[config.mk]
export PLATFORM = sky130hd
export DESIGN_NAME = isp_bnr_ctrl
export DESIGN_NICKNAME = d
export VERILOG_FILES = /design/src/rtl/isp_bnr_ctrl.sv
export SDC_FILE = /design/constraint.sdc
export NUM_CORES = 1
export LEC_CHECK = 0
export ABC_AREA = 1
export BUFFER_PORTS_ARGS = -buffer_cell sky130_fd_sc_hd__buf_2
export CORE_MARGIN = 2
export CORE_UTILIZATION = 58
export DETAILED_ROUTE_END_ITERATION = 6
export PLACE_DENSITY = 0.81
export SETUP_SLACK_MARGIN = 0.4
export SLEW_MARGIN = 20
export SYNTH_ARGS = -nofsm -noshare
export SYNTH_HDL_FRONTEND = slang
export SYNTH_SLANG_ARGS = --single-unit
[constraint.sdc]
create_clock -name pclk -period 2.5 [get_ports pclk]
set_input_delay 0.375 -clock pclk [delete_from_list [all_inputs] [get_ports pclk]]
set_output_delay 0.375 -clock pclk [all_outputs]
set_load 0.01 [all_outputs]
[src/rtl/isp_bnr_ctrl.sv]
// isp_bnr_ctrl: frame-synchronous control and status unit for the Bayer
// noise-reduction stage.
//
// The host writes CTRL into a shadow copy. The shadow is applied to the BNR
// datapath only when vsync falls, so the datapath never sees a mid-frame change.
// The unit also watches in_href/in_vsync to count frames and to measure line
// width and line count. Geometry mismatches are flagged and an interrupt is
// raised.
//
// Ports
//   pclk, rst_n    clock, asynchronous active-low reset
//   in_href        line valid from the upstream stage
//   in_vsync       frame sync, active high
//   av_*           register bus: 0 CTRL, 1 STATUS, 2 FRAME_CNT, 3 GEOM
//   av_readdata    registered read data, valid the cycle after av_read
//   irq            level interrupt, irq_en & (sof | geom_err)
//   bnr_en         active enable to the datapath (0 = bypass)
//   bnr_bayer      active Bayer pattern to the datapath
//   frame_busy     high while a frame is being received
module isp_bnr_ctrl #(
   parameter int unsigned WIDTH     = 1280,
   parameter int unsigned HEIGHT    = 960,
   parameter int unsigned BAYER_DEF = 0,
   parameter int unsigned EN_DEF    = 1
) (
   input  logic        pclk,
   input  logic        rst_n,
   input  logic        in_href,
   input  logic        in_vsync,
   input  logic [1:0]  av_address,
   input  logic        av_write,
   input  logic [31:0] av_writedata,
   input  logic        av_read,
   output logic [31:0] av_readdata,
   output logic        irq,
   output logic        bnr_en,
   output logic [1:0]  bnr_bayer,
   output logic        frame_busy
);

   localparam logic [15:0] WidthC  = 16'(WIDTH);
   localparam logic [15:0] HeightC = 16'(HEIGHT);
   localparam logic        EnRst   = 1'(EN_DEF);
   localparam logic [1:0]  BayRst  = 2'(BAYER_DEF);

   typedef enum logic [1:0] {StSync, StVblank, StWait, StActive} state_t;

   state_t      state_q, state_d;
   logic        href_q;
   logic        pend_q, pend_d;
   logic        sh_en_q, sh_en_d;
   logic [1:0]  sh_bayer_q, sh_bayer_d;
   logic        irq_en_q, irq_en_d;
   logic        en_q, en_d;
   logic [1:0]  bayer_q, bayer_d;
   logic        sof_q, sof_d;
   logic        gerr_q, gerr_d;
   logic [15:0] frame_cnt_q, frame_cnt_d;
   logic [15:0] pix_cnt_q, pix_cnt_d;
   logic [15:0] line_cnt_q, line_cnt_d;
   logic [15:0] geom_w_q, geom_w_d;
   logic [15:0] geom_h_q, geom_h_d;
   logic [31:0] rdata_q, rdata_d;
   logic        irq_q, irq_d;

   logic        href_rise;
   logic        end_line;
   logic [15:0] line_fin;
   logic        sof_set, gerr_set, sof_clr, gerr_clr;
   logic        unused_wd;

   assign unused_wd = ^{av_writedata[31:10], av_writedata[7:3]};

   always_comb begin
      state_d     = state_q;
      pend_d      = pend_q;
      sh_en_d     = sh_en_q;
      sh_bayer_d  = sh_bayer_q;
      irq_en_d    = irq_en_q;
      en_d        = en_q;
      bayer_d     = bayer_q;
      frame_cnt_d = frame_cnt_q;
      pix_cnt_d   = pix_cnt_q;
      line_cnt_d  = line_cnt_q;
      geom_w_d    = geom_w_q;
      geom_h_d    = geom_h_q;
      rdata_d     = rdata_q;
      sof_set     = 1'b0;
      gerr_set    = 1'b0;
      sof_clr     = 1'b0;
      gerr_clr    = 1'b0;
      href_rise   = in_href & ~href_q;
      // A line ends on the href falling edge, or is cut short by vsync.
      end_line    = href_q & (~in_href | in_vsync);
      line_fin    = line_cnt_q;

      case (state_q)
         StSync: begin
            if (in_vsync) state_d = StVblank;
         end
         StVblank: begin
            if (!in_vsync) begin
               state_d = StWait;
               if (pend_q) begin
                  en_d    = sh_en_q;
                  bayer_d = sh_bayer_q;
                  pend_d  = 1'b0;
               end
            end
         end
         StWait: begin
            if (in_vsync) begin
               state_d = StVblank;
            end else if (href_rise) begin
               state_d     = StActive;
               frame_cnt_d = frame_cnt_q + 16'd1;
               sof_set     = 1'b1;
               line_cnt_d  = 16'd0;
               pix_cnt_d   = 16'd1;
            end
         end
         StActive: begin
            if (!in_vsync) begin
               // The rising cycle itself is the first pixel of the line.
               if (href_rise) begin
                  pix_cnt_d = 16'd1;
               end else if (in_href && pix_cnt_q != 16'hFFFF) begin
                  pix_cnt_d = pix_cnt_q + 16'd1;
               end
            end
            if (end_line && line_cnt_q != 16'hFFFF) line_fin = line_cnt_q + 16'd1;
            if (end_line) begin
               geom_w_d   = pix_cnt_q;
               line_cnt_d = line_fin;
               if (pix_cnt_q != WidthC) gerr_set = 1'b1;
            end
            if (in_vsync) begin
               state_d  = StVblank;
               geom_h_d = line_fin;
               if (line_fin != HeightC) gerr_set = 1'b1;
            end
         end
         default: state_d = StSync;
      endcase

      if (av_read) begin
         case (av_address)
            2'd0:    rdata_d = {23'd0, irq_en_q, 5'd0, sh_bayer_q, sh_en_q};
            2'd1:    rdata_d = {22'd0, gerr_q, sof_q, 6'd0, (state_q == StActive), pend_q};
            2'd2:    rdata_d = {16'd0, frame_cnt_q};
            default: rdata_d = {geom_h_q, geom_w_q};
         endcase
      end

      // Bus writes come last so a CTRL write on the apply cycle keeps pending set.
      if (av_write) begin
         case (av_address)
            2'd0: begin
               sh_en_d    = av_writedata[0];
               sh_bayer_d = av_writedata[2:1];
               irq_en_d   = av_writedata[8];
               pend_d     = 1'b1;
            end
            2'd1: begin
               sof_clr  = av_writedata[8];
               gerr_clr = av_writedata[9];
            end
            default: ;
         endcase
      end

      // Hardware set beats a simultaneous write-1-to-clear.
      sof_d  = (sof_q & ~sof_clr) | sof_set;
      gerr_d = (gerr_q & ~gerr_clr) | gerr_set;
      irq_d  = irq_en_q & (sof_q | gerr_q);
   end

   always_ff @(posedge pclk or negedge rst_n) begin
      if (!rst_n) begin
         state_q     <= StSync;
         href_q      <= 1'b0;
         pend_q      <= 1'b0;
         sh_en_q     <= EnRst;
         sh_bayer_q  <= BayRst;
         irq_en_q    <= 1'b0;
         en_q        <= EnRst;
         bayer_q     <= BayRst;
         sof_q       <= 1'b0;
         gerr_q      <= 1'b0;
         frame_cnt_q <= 16'd0;
         pix_cnt_q   <= 16'd0;
         line_cnt_q  <= 16'd0;
         geom_w_q    <= 16'd0;
         geom_h_q    <= 16'd0;
         rdata_q     <= 32'd0;
         irq_q       <= 1'b0;
      end else begin
         state_q     <= state_d;
         href_q      <= in_href;
         pend_q      <= pend_d;
         sh_en_q     <= sh_en_d;
         sh_bayer_q  <= sh_bayer_d;
         irq_en_q    <= irq_en_d;
         en_q        <= en_d;
         bayer_q     <= bayer_d;
         sof_q       <= sof_d;
         gerr_q      <= gerr_d;
         frame_cnt_q <= frame_cnt_d;
         pix_cnt_q   <= pix_cnt_d;
         line_cnt_q  <= line_cnt_d;
         geom_w_q    <= geom_w_d;
         geom_h_q    <= geom_h_d;
         rdata_q     <= rdata_d;
         irq_q       <= irq_d;
      end
   end

   assign av_readdata = rdata_q;
   assign irq         = irq_q;
   assign bnr_en      = en_q;
   assign bnr_bayer   = bayer_q;
   assign frame_busy  = (state_q == StActive);

endmodule
==> Yosys cells after proc, flatten, opt, wreduce, memory -nomap -nowiden <==
Index checks and enable logic that the tools add are counted.
{ "op_classes": {"add_sub_neg": 3, "multipliers": 0, "div_mod_pow": 0, "order_cmp": 0, "n_eq_ne": 17, "shift": 0, "muxes": 34, "bitwise": 14, "reduce_logical": 14} }
{ "ops": {"columns": ["cell", "n"], "rows": [
  ["$mux 16", 10],
  ["$pmux 32 s3", 1],
  ["$pmux 16 s2", 2],
  ["$add 16x1->16 const B", 3],
  ["$ne 16x16->1 const B", 2],
  ["$mux 1", 16],
  ["$ne 16x10->1 const B", 1],
  ["$ne 16x11->1 const B", 1],
  ["$reduce_and 3->1", 3],
  ["$mux 2", 4],
  ["$ne 2x2->1 const B", 4],
  ["$eq 2x2->1 const B", 3],
  ["$pmux 2 s3", 1],
  ["$reduce_and 2->1", 3],
  ["$and 1x1->1", 5],
  ["$not 1->1", 5],
  ["$reduce_and 5->1", 1],
  ["$eq 2x1->1 const B", 2],
  ["$logic_not 2->1", 2],
  ["$ne 2x1->1 const B", 2],
  ["$or 1x1->1", 4],
  ["$reduce_and 4->1", 1],
  ["$ne 3x1->1 const B", 1],
  ["$ne 3x3->1 const B", 1],
  ["3 further kinds", 4]
]} }
{ "totals": {"regBits": 126, "latchBits": 0, "mem_bits_rw": 0, "romBits": 0, "out_inout_bits": 37, "wordCells": 99, "memories": 0} }

==> Longest topological paths before layout <==
{ "depth": {"depth_word": 11, "mapped_depth": 16} }

==> Worst setup path before layout <==
OpenSTA, ideal clock, no wires.
{ "synth_path": {"path_type": "reg2reg", "start": "reg state_q[0]", "end": "reg pix_cnt_q[6]", "setup_time_ns": 0.122, "arrival_time_ns": 1.777, "required_ns": 2.378, "path_slack_ns": 0.601, "stages_incl_launch_ff": 8, "synth_period_minus_slack_ns": 1.899, "path_cell_list": "dfrtp_1 > ha_1 > clkbuf_1 > o211ai_1 > nand2_2 > buf_4 > a21oi_1 > nor3_1"} }
{ "synth_via": {"elab_chain_cells": 3, "word_cells_on_any_way": 9} }
{ "synth_rtl": {"columns": ["item", "line_no", "text"], "rows": [
  ["start, declared", "48", "state_t state_q, state_d;"],
  ["start signal, assigned", "180", "state_q <= StSync;"],
  ["start signal, assigned", "198", "state_q <= state_d;"],
  ["$eq 2x2->1 (*)", null, null],
  ["net frame_busy", "38", "output logic frame_busy"],
  ["$ne 3x1->1 (no line) (tied with other cells)", null, null],
  ["$reduce_and 5->1 (no line)", null, null],
  ["end signal, assigned", "209", "pix_cnt_q <= pix_cnt_d;"],
  ["end, declared", "59", "logic [15:0] pix_cnt_q, pix_cnt_d;"]
]} }
Mark *: on every way through the listed nets, which the timed path passes. The rest lies on a longest branch.
A chain may end at the register's enable or synchronous reset.

==> Worst setup path after layout <==
{ "layout_path": {"start": "reg line_cnt_q[0]", "end": "reg gerr_q"} }
{ "layout_via": {"elab_chain_cells": 9, "word_cells_on_any_way": 10} }
{ "layout_rtl": {"columns": ["item", "line_no", "text"], "rows": [
  ["start, declared", "60", "logic [15:0] line_cnt_q, line_cnt_d;"],
  ["start signal, assigned", "210", "line_cnt_q <= line_cnt_d;"],
  ["branches (longest 2 deep; another with $add 16x1->16)", null, null],
  ["$mux 16 (*)", "131", "if (end_line && line_cnt_q != 16'hFFFF) line_fin = line_cnt_q + 16'd1;"],
  ["$mux 16 (*)", "97", "case (state_q)"],
  ["$ne 16x10->1 (*)", "140", "if (line_fin != HeightC) gerr_set = 1'b1;"],
  ["$mux 1 (*)", "140", null],
  ["$mux 1 (*)", "137", "if (in_vsync) begin"],
  ["$mux 1 (*)", "97", null],
  ["$or 1x1->1 (*)", "174", "gerr_d = (gerr_q & ~gerr_clr) | gerr_set;"],
  ["net gerr_d", "57", "logic gerr_q, gerr_d;"],
  ["end signal, assigned", "207", "gerr_q <= gerr_d;"],
  ["end, declared", "57", null]
]} }
Mark *: on every way through the listed nets, which the timed path passes. The select of a mux whose other input is x is not followed.

==> impl_metrics.toml <==
[outcome]
status = "completed"

[final_layout]
drive_gt1_frac = 0.168
area_growth_pct = 16.8
stdcell_area_um2 = 7260
n_fill_cell = 786
antenna_cells = 0
nets = 872

[worst_setup_path]
r2r_cells = 15
r2r_slack_ns = 0.39
timing.rr.end = "gerr_q"
critPathCapture = "gerr_q"
cp_cell_sequence = "ha_1, inv_2, nor2_4, nand2_2, inv_1, nand2_2, nand2_2, nand2_1, nand2_1, nor2_1, nand3_1, nor2_1, nand2_1, nand2_1, nand2_1"
critPathLaunch = "line_cnt_q[0]"
r2r-start = "line_cnt_q[0]"
cp_max_fo = 9
worst_ep_required_time_ns = 2.91
crit_top_cell = "nand2_1"
arrival_ns = 2.51
critPathMaxStageDelay_ns = 0.45
cp-end-kind = "flop"
worstSetupStartpointType = "flop"
path_delay_family = "simple AND/OR/NAND/NOR gates"
slowest_stage = "dfrtp_2"
critPathBufInv = 2
cp.depth = 15
crit_type = "flop to flop"

[timing]
finalSetupTns_ns = 0
period_needed_ns = 2.11
finClkSkew_ns = 0.0128
max-slew-margin-rel = 0.541
setup_viol = 0
slew_viol_final = 0
tightest_slew_ns = 0.687
hold_viol = 0
grt_setup_unrepaired = "yes"
max_freq_mhz = 475
setup_slack_ns = 0.395
period_share = 0.842

[yosys]
ys_warn_count = 0
yosysTopAreaCellShare = 0.499
synth_compound_area_frac = 0.114
synth_area_per_cell_um2 = 8.17
netlist_top_cells_area = "dfrtp_1, nand2_1, o21ai_0"
synthSimpleGateAreaFrac = 0.265
synth_top_area_cell = "dfrtp_1"
synthAdderAreaFrac = 0.0161
synthCells = 761
syn_area_um2 = 6220
synthMuxAreaShare = 0.00181
synth_xor_area_frac = 0.0324
synth_top_family_by_area = "simple AND/OR/NAND/NOR gates"
synthDistinctLibCells = 38
synth_seq_area_share = 0.508
synth-seq-cells = 126
syn_nets = 809

[global_route]
antenna_found_initial = 0
grt_pass1_vias = 5231
grt_max_degree = 48
grt_pass1_wl_mm = 26.0
globalRouteTotalUtil = 0.290
gr-total-overflow = 0

[placement]
port_buffers = 49
preCtsSetupSlack_ns = 0.257
hpwl_mm = 10.7
place_area_um2 = 6640
gp_congestion = 0.928

[route]
vias_per_cell = 5.65
drtIter0Drc = 573
wire_per_inst_um = 16.1
drt_wl_total_mm = 15.7
num_vias = 5494
route.antenna.remaining_nets = 0
dr.pass1.iters = 6
drc_errors = 0

[clock_tree]
clk_root_buffer_cell = "clkbuf_8"
cts_sinks = 126
clk_pin_slew_ns = 0.06
htreeDepth = 4
clockBufferDepth = 2
cts_tree = "done"
numCtsBuffers = 17
clock_latency_ns = 0.53

[power_and_ir_drop]
leakage_nw = 3.40
irDropWorstVdd_uv = 714
pwr_density_cell_nw_per_um2 = 873

[floorplanning]
fp.dieW_um = 108
start_util = 0.600
die-area_um2 = 11600
dieHeight_um = 108
core_um2 = 10400
ios = 77
num_rows = 37

[flow_run]
maxCapViolCount = 0

[hold_path]
hp-start = "in_href"
hp-class = "input port to flop"
[area by class of cell]
| cell class | instances | area [um2] | area share |
|---|---|---|---|
| Timing Repair Buffer | 67 | 405 | 0.0558 |
| Clock buffer | 22 | 453 | 0.0624 |
| Multi-Input combinational cell | 536 | 2700 | 0.372 |
| Inverter | 76 | 285 | 0.0393 |
| Sequential cell | 126 | 3160 | 0.435 |
| Tap cell | 136 | 170 | 0.0234 |
| Clock inverter | 10 | 88.8 | 0.0122 |
[sequential cells by signal, indices dropped and copies added (netlist names), 2 cells and up]
| name | flops |
|---|---|
| bnr_bayer | 2 |
| sh_bayer_q | 2 |
| state_q | 2 |
| pix_cnt_q | 16 |
| line_cnt_q | 16 |
| geom_w_q | 16 |
| geom_h_q | 16 |
| av_readdata | 32 |
| frame_cnt_q | 16 |
[Yosys cell counts]
cell type  count
nand2_1      220
buf_6          1
nand2_2       13
inv_2          4
nand4_2        1
dfrtp_1      124
dfstp_2        2
o21ai_1       16
nor3b_1        1
buf_4          3
nor2_2         3
ha_1           8
nor2_8         1
o211ai_1       1
nand3_1       37
buf_1          1
o21ai_2        2
o21ai_0       64
mux2_2         1
a21oi_1       17
a31oi_1       12
a32oi_1        1
nor2_4         5
o22ai_1       14
nor3_2         3
nor3_1        11
a221oi_1       2
or2_4          1
o21a_1         1
inv_1         72
clkbuf_1      16
nor2_1        58
nand4_1       15
buf_2          2
xor2_1        17
nor4_1         4
xnor2_1        6
nand2_4        1
[report_power, final]
| group | switching [mW] | total, mW | internal [mW] |
|---|---|---|---|
| clock network | 0.877 | 2.24 | 1.36 |
| logic | 0.898 | 1.36 | 0.463 |
| registers | 0.308 | 2.74 | 2.43 |
[routing by layer]
layer,up-vias,GRT usage,share of wire
met5,-,0,0
met4,0,0.0778,0.0092
met3,15,0.0738,0.079
met2,238,0.439,0.46
met1,2625,0.419,0.45
li1,2616,-,-
[how the worst min path moves through the flow]
| stage | end | slack, ns | cells past startpoint |
|---|---|---|---|
| 6_report | href_q | 0.02 | 1 |
| 5_1_grt | href_q | 0.02 | 1 |
| 4_1_cts | href_q | 0.006 | 1 |
| 3_5_place_dp | frame_cnt_q[4] | 0.43 | 1 |
| 3_3_place_gp | frame_cnt_q[4] | 0.43 | 1 |
| 2_1_floorplan | av_readdata[0] | 0.08 | 0 |
[cells in the final DEF, fill, tap and decap left out, drive strengths merged]
master,count
nand2,234
dfrtp,124
o21ai,82
inv,77
nor2,67
buf,66
nand3,37
clkbuf,22
xor2,17
a21oi,17
nand4,16
o22ai,14
nor3,14
a31oi,12
ha,8
xnor2,6
nor4,4
clkinvlp,4
clkinv,4
a221oi,2
dfstp,2
a32oi,1
o21a,1
o211ai,1
nor3b,1
or2,1
mux2,1
bufinv,1
dlygate4sd3,1
[through the flow]
step	utilization	power [mW]	std cells	hold WS (ns)
after global placement	0.640	3.97	936	0.427
after global routing	0.700	6.68	973	0.0182
after detailed placement	0.640	4.03	936	0.427
final	0.700	6.34	973	0.0213
after CTS	0.694	6.30	969	0.00568
after floorplan	-	3.55	761	0.0794
[cell families (layout without fill, tap and decap cells)]
kind of cell / after synthesis / count (layout)
DFF: 126 / 126
and+or+nand+nor: 374 / 374
AOI/OAI and AO/OA: 130 / 130
adders and majority gates: 8 / 8
muxes: 1 / 1
xor gates and xnor gates: 23 / 23
buffers and inverters: 99 / 175
[timing repair]
action | in CTS | in global routing
buffers inserted | 0 | 4
endpoints found under the hold margin | 39 | 0
hold buffers | 1 | 0
pin swaps | 0 | 5
endpoints found under the setup margin | 7 | 28
gates resized for setup | 3 | 11
No activity file was read; power rests on OpenSTA's default activity.
